==> src/rtl/serial_add_sub.sv <==
// serial_add_sub: digit-serial adder/subtractor with a registered carry.
// Operands are latched on start and consumed DIGIT bits per clock, LSB first.
// Subtraction is a + ~b + 1, so the carry register is seeded with sub.
//
// state | meaning
// IDLE  | waiting for start; outputs hold the last result
// RUN   | one digit added per clock, busy high
// DONE  | result/cout/ovf just committed; start is accepted again
module serial_add_sub #(
    parameter int WIDTH = 8,
    parameter int DIGIT = 1
) (
    input  logic             clk,
    input  logic             rst,
    input  logic             start,
    input  logic             sub,
    input  logic [WIDTH-1:0] a,
    input  logic [WIDTH-1:0] b,
    output logic             busy,
    output logic             done,
    output logic [WIDTH-1:0] result,
    output logic             cout,
    output logic             ovf
);

    localparam int N  = WIDTH / DIGIT;
    localparam int CW = $clog2(N) + 1;

    typedef enum logic [1:0] {
        S_IDLE = 2'd0,
        S_RUN  = 2'd1,
        S_DONE = 2'd2
    } state_t;

    state_t           state_q;
    logic [WIDTH-1:0] op_a_q;
    logic [WIDTH-1:0] op_b_q;
    logic [WIDTH-1:0] part_q;
    logic             carry_q;
    logic [CW-1:0]    cnt_q;
    logic             sa_q;
    logic             sb_q;
    logic [WIDTH-1:0] result_q;
    logic             cout_q;
    logic             ovf_q;
    logic             busy_q;
    logic             done_q;

    logic [DIGIT:0]   dsum_d;
    logic [WIDTH-1:0] part_d;
    logic [WIDTH-1:0] op_b_in_d;

    // One-digit adder and the partial register after shifting the new digit in at the top.
    always_comb begin
        dsum_d    = {1'b0, op_a_q[DIGIT-1:0]} + {1'b0, op_b_q[DIGIT-1:0]}
                  + {{DIGIT{1'b0}}, carry_q};
        part_d    = (part_q >> DIGIT) | (WIDTH'(dsum_d[DIGIT-1:0]) << (WIDTH - DIGIT));
        op_b_in_d = sub ? ~b : b;
    end

    // Control FSM and datapath registers; busy/done are registered with the state.
    always_ff @(posedge clk or posedge rst) begin
        if (rst) begin
            state_q  <= S_IDLE;
            op_a_q   <= '0;
            op_b_q   <= '0;
            part_q   <= '0;
            carry_q  <= 1'b0;
            cnt_q    <= '0;
            sa_q     <= 1'b0;
            sb_q     <= 1'b0;
            result_q <= '0;
            cout_q   <= 1'b0;
            ovf_q    <= 1'b0;
            busy_q   <= 1'b0;
            done_q   <= 1'b0;
        end else begin
            case (state_q)
                S_IDLE, S_DONE: begin
                    done_q <= 1'b0;
                    if (start) begin
                        op_a_q  <= a;
                        op_b_q  <= op_b_in_d;
                        part_q  <= '0;
                        carry_q <= sub;
                        cnt_q   <= '0;
                        sa_q    <= a[WIDTH-1];
                        sb_q    <= op_b_in_d[WIDTH-1];
                        busy_q  <= 1'b1;
                        state_q <= S_RUN;
                    end else begin
                        busy_q  <= 1'b0;
                        state_q <= S_IDLE;
                    end
                end
                S_RUN: begin
                    op_a_q  <= op_a_q >> DIGIT;
                    op_b_q  <= op_b_q >> DIGIT;
                    part_q  <= part_d;
                    carry_q <= dsum_d[DIGIT];
                    cnt_q   <= cnt_q + CW'(1);
                    if (cnt_q == CW'(N - 1)) begin
                        result_q <= part_d;
                        cout_q   <= dsum_d[DIGIT];
                        ovf_q    <= (sa_q == sb_q) && (part_d[WIDTH-1] != sa_q);
                        busy_q   <= 1'b0;
                        done_q   <= 1'b1;
                        state_q  <= S_DONE;
                    end
                end
                default: begin
                    busy_q  <= 1'b0;
                    done_q  <= 1'b0;
                    state_q <= S_IDLE;
                end
            endcase
        end
    end

    assign busy   = busy_q;
    assign done   = done_q;
    assign result = result_q;
    assign cout   = cout_q;
    assign ovf    = ovf_q;

endmodule

==> config.mk <==
export PLATFORM = sky130hd
export DESIGN_NAME = serial_add_sub
export DESIGN_NICKNAME = d
export VERILOG_FILES = /design/src/rtl/serial_add_sub.sv
export SDC_FILE = /design/constraint.sdc
export NUM_CORES = 1
export LEC_CHECK = 0
export ABC_AREA = 0
export CAP_MARGIN = 20
export CORE_UTILIZATION = 40
export CTS_CLUSTER_SIZE = 16
export DETAILED_ROUTE_END_ITERATION = 16
export PLACE_DENSITY_LB_ADDON = 0.3
export SLEW_MARGIN = 15
export SYNTH_ARGS = -nofsm -noshare
export SYNTH_HDL_FRONTEND = slang
export SYNTH_SLANG_ARGS = --single-unit
==> constraint.sdc <==
create_clock -name clk -period 1.5 [get_ports clk]
set_input_delay 0.3 -clock clk [delete_from_list [all_inputs] [get_ports clk]]
set_output_delay 0.3 -clock clk [all_outputs]
set_load 0.005 [all_outputs]
==> flow_summary.toml <==
[timing]
slew_violations = 0
period_needed_ps = 1473
finalClockSkew_ps = 9.399
finalHoldViolations = 0
period_share = 0.9823
grt_setup_unrepaired = "yes"
setup-violations-final = 0
slew_headroom = 0.7141
max_freq_mhz = 678.7
tightest_slew_ps = 428.9

[synth]
synth-xor-area-share = 0.03711
yosysWarnings = 0
ys_ff_latch = 43
synthAdderAreaFrac = 0.01723
seq_area_frac_synth = 0.5699
synth_top_family_by_area = "compound AO/OA/AOI/OAI gates"
yosys-mux-area-fraction = 0.05832
yosys.area_share.simple = 0.1292
syn_area_um2 = 1888
synth_area_per_cell_um2 = 12.42
syn_nets = 174
synthCells = 152
ys_types = 28
synth-compound-area-share = 0.1412

[clocking]
cts_made_buffers = 5
h-tree-depth = 2
cts.sinks = 43
clkTransAtPathRegs_ps = 90
clk_path_buf_depth = 2
clock-root-buffer = "clkbuf_8"
ctsHoldBuffers = 0
clk_latency_ps = 300
cts_tree = "done"

[pwr]
p_leak_uw = 0.001199
ir_drop_mv = 1.098
power_uw = 4894
power_density_nw_per_um2 = 1981

[setup_path]
crit_fanout = 3
crit_arrival_ps = 1660
worstSetupStartpointType = "register"
path_class = "register to register"
setup.worst_path.end_class = "register"
cp_data_required_time_ps = 1680

[placed_design]
gp_congestion = 0.7926
io_buffers = 31
hpwl_um = 2609

[layout]
final_nets = 219
drive_gt1_frac = 0.1768
diodes = 0
syn_to_final_growth_pct = 30.82
postLayoutCoreUtil = 0.5557

[worst_hold_path]
min_path_type = "input port to asynchronous set/reset pin"

[floorplanning]
pin_count = 32
core_um2 = 4444
dieArea_um2 = 4999
initial_core_util = 0.4248
die_h_um = 70.71
die_w_um = 70.71
num_rows = 24

[status]
outcome = "complete, but fails checks"
violations = "design-rule violations"

[global_route]
grt_antenna_before_repair = 0
grt_first_pass_wirelength_um = 6658
grt_max_degree = 44
grtUsageTotal = 0.1705
first_global_vias = 1381
grt-ovfl-total = 0

[detailed_routing]
route.detailed.drc = 5
drt_iter0_markers = 81
wl_per_cell_um = 15.16
firstDrtPassIters = 10
wl_um = 3789
vias = 1366
post_drt_via_cell_ratio = 5.464
ant_nets = 0

[job]
cap_violations = 0
-- layout by cell type, fill, tap and decap left out, types with 2 or more instances in the layout --
master / instances
dfrtp_1: 43
clkdlybuf4s50_1: 27
nand2_1: 15
buf_4: 15
a22o_1: 9
nand3_1: 9
a221o_1: 9
xnor2_1: 8
nor2_1: 8
mux2_1: 7
a22oi_1: 6
clkbuf_8: 5
o21ai_0: 3
inv_2: 3
dlymetal6s2s_1: 3
nor2_8: 2
nand2b_1: 2
o31ai_1: 2
mux2i_1: 2
o2bb2ai_1: 2
buf_12: 2
-- power by group --
group          switching (uW)  leakage [uW]  internal (uW)
combinational             921      0.000593           1100
clock                     394     0.0000581            496
sequential                327      0.000548           1650
-- metrics by stage --
stage	std cells	hold WS (ps)	setup slack, ps	TNS (ps)	instance area (um2)
finish	250	353.5	26.52	0	2470
detailed placement	238	474.7	-94.15	-1132	2315
CTS	248	364.1	17.77	0	2445
global placement	238	465.5	-45.81	-416.7	2315
floorplan	152	405.4	23.93	0	1888
global route	250	374.7	-17.19	-17.19	2470
-- per-layer routing --
layer,GRT usage,wire length (um),up-vias
met2,0.2874,1870,26
met5,0,0,-
met1,0.2217,1751,700
met3,0.03561,133,4
met4,0.05333,33,0
li1,-,-,636
-- cells in the mapped netlist (all sizes together) --
master / n / area [um2]
nand2b: 2 / 12.51
nor2b: 2 / 12.51
a22o: 9 / 78.83
mux2i: 2 / 20.02
ha: 1 / 12.51
fa: 1 / 20.02
nand3b: 1 / 20.02
nor2: 10 / 70.07
and2b: 1 / 10.01
nand3: 9 / 45.04
o2bb2ai: 2 / 17.52
a22oi: 6 / 45.04
o21ai: 4 / 20.01
a221o: 9 / 90.09
nand2: 15 / 56.30
or3: 1 / 6.260
nor3: 1 / 5.000
nand4: 1 / 6.260
mux2: 8 / 90.09
inv: 4 / 15.01
buf: 9 / 70.06
xnor2: 8 / 70.07
clkbuf: 1 / 3.750
dfrtp: 43 / 1076
o31ai: 2 / 15.01
-- sequential cells by signal (all words and copies together), names as in the netlist --
signal   count
busy         1
carry_q      1
cnt_q        4
cout         1
done         1
op_a_q       8
op_b_q       8
ovf          1
part_q       7
result       8
sa_q         1
sb_q         1
state_q      1
-- cells by family after synthesis --
| family | after synthesis |
|---|---|
| compound gates | 32 |
| buf+inv | 14 |
| flops | 43 |
| fa+ha+maj | 2 |
| xor+xnor | 8 |
| mux | 10 |
| simple gates | 43 |
-- path summary, 6_finish.rpt --
path | slack [ps] | from | cells after the start | endpoint
min | 350 | rst | 3 | part_q[1]$_DFFE_PP0P_
max | 30 | carry_q$_DFFE_PP0P_ | 5 | ovf$_DFFE_PP0P_
max in group asynchronous | 930 | rst | 3 | op_b_q[4]$_DFFE_PP0P_
min in group clk | 480 | cnt_q[3]$_DFFE_PP0P_ | 1 | cnt_q[3]$_DFFE_PP0P_
min reg2reg | 480 | cnt_q[3]$_DFFE_PP0P_ | 1 | cnt_q[3]$_DFFE_PP0P_
max reg2reg | 30 | carry_q$_DFFE_PP0P_ | 5 | ovf$_DFFE_PP0P_
-- critical path, cell delays in order, from the launching register on --
cell and delay [ps]:
dfrtp_1 360, inv_2 50, fa_1 560, or3_1 110, nand2_1 50, mux2_4 250
-- what timing repair did --
action,4_1_cts,5_1_grt
buffers inserted,2,2
resized for setup,3,6
pin swaps,0,1
setup endpoints to repair,2,10
-- cell type report --
class	count	area (um2)
clock buffer	5	68.82
clock inverter	3	43.79
fill	381	1974
inverter	4	15.01
multi-input combinational	95	732.0
sequential	43	1076
tap	52	65.06
timing repair buffer	48	469.2
Note: power is estimated with default switching activity, not from simulation.
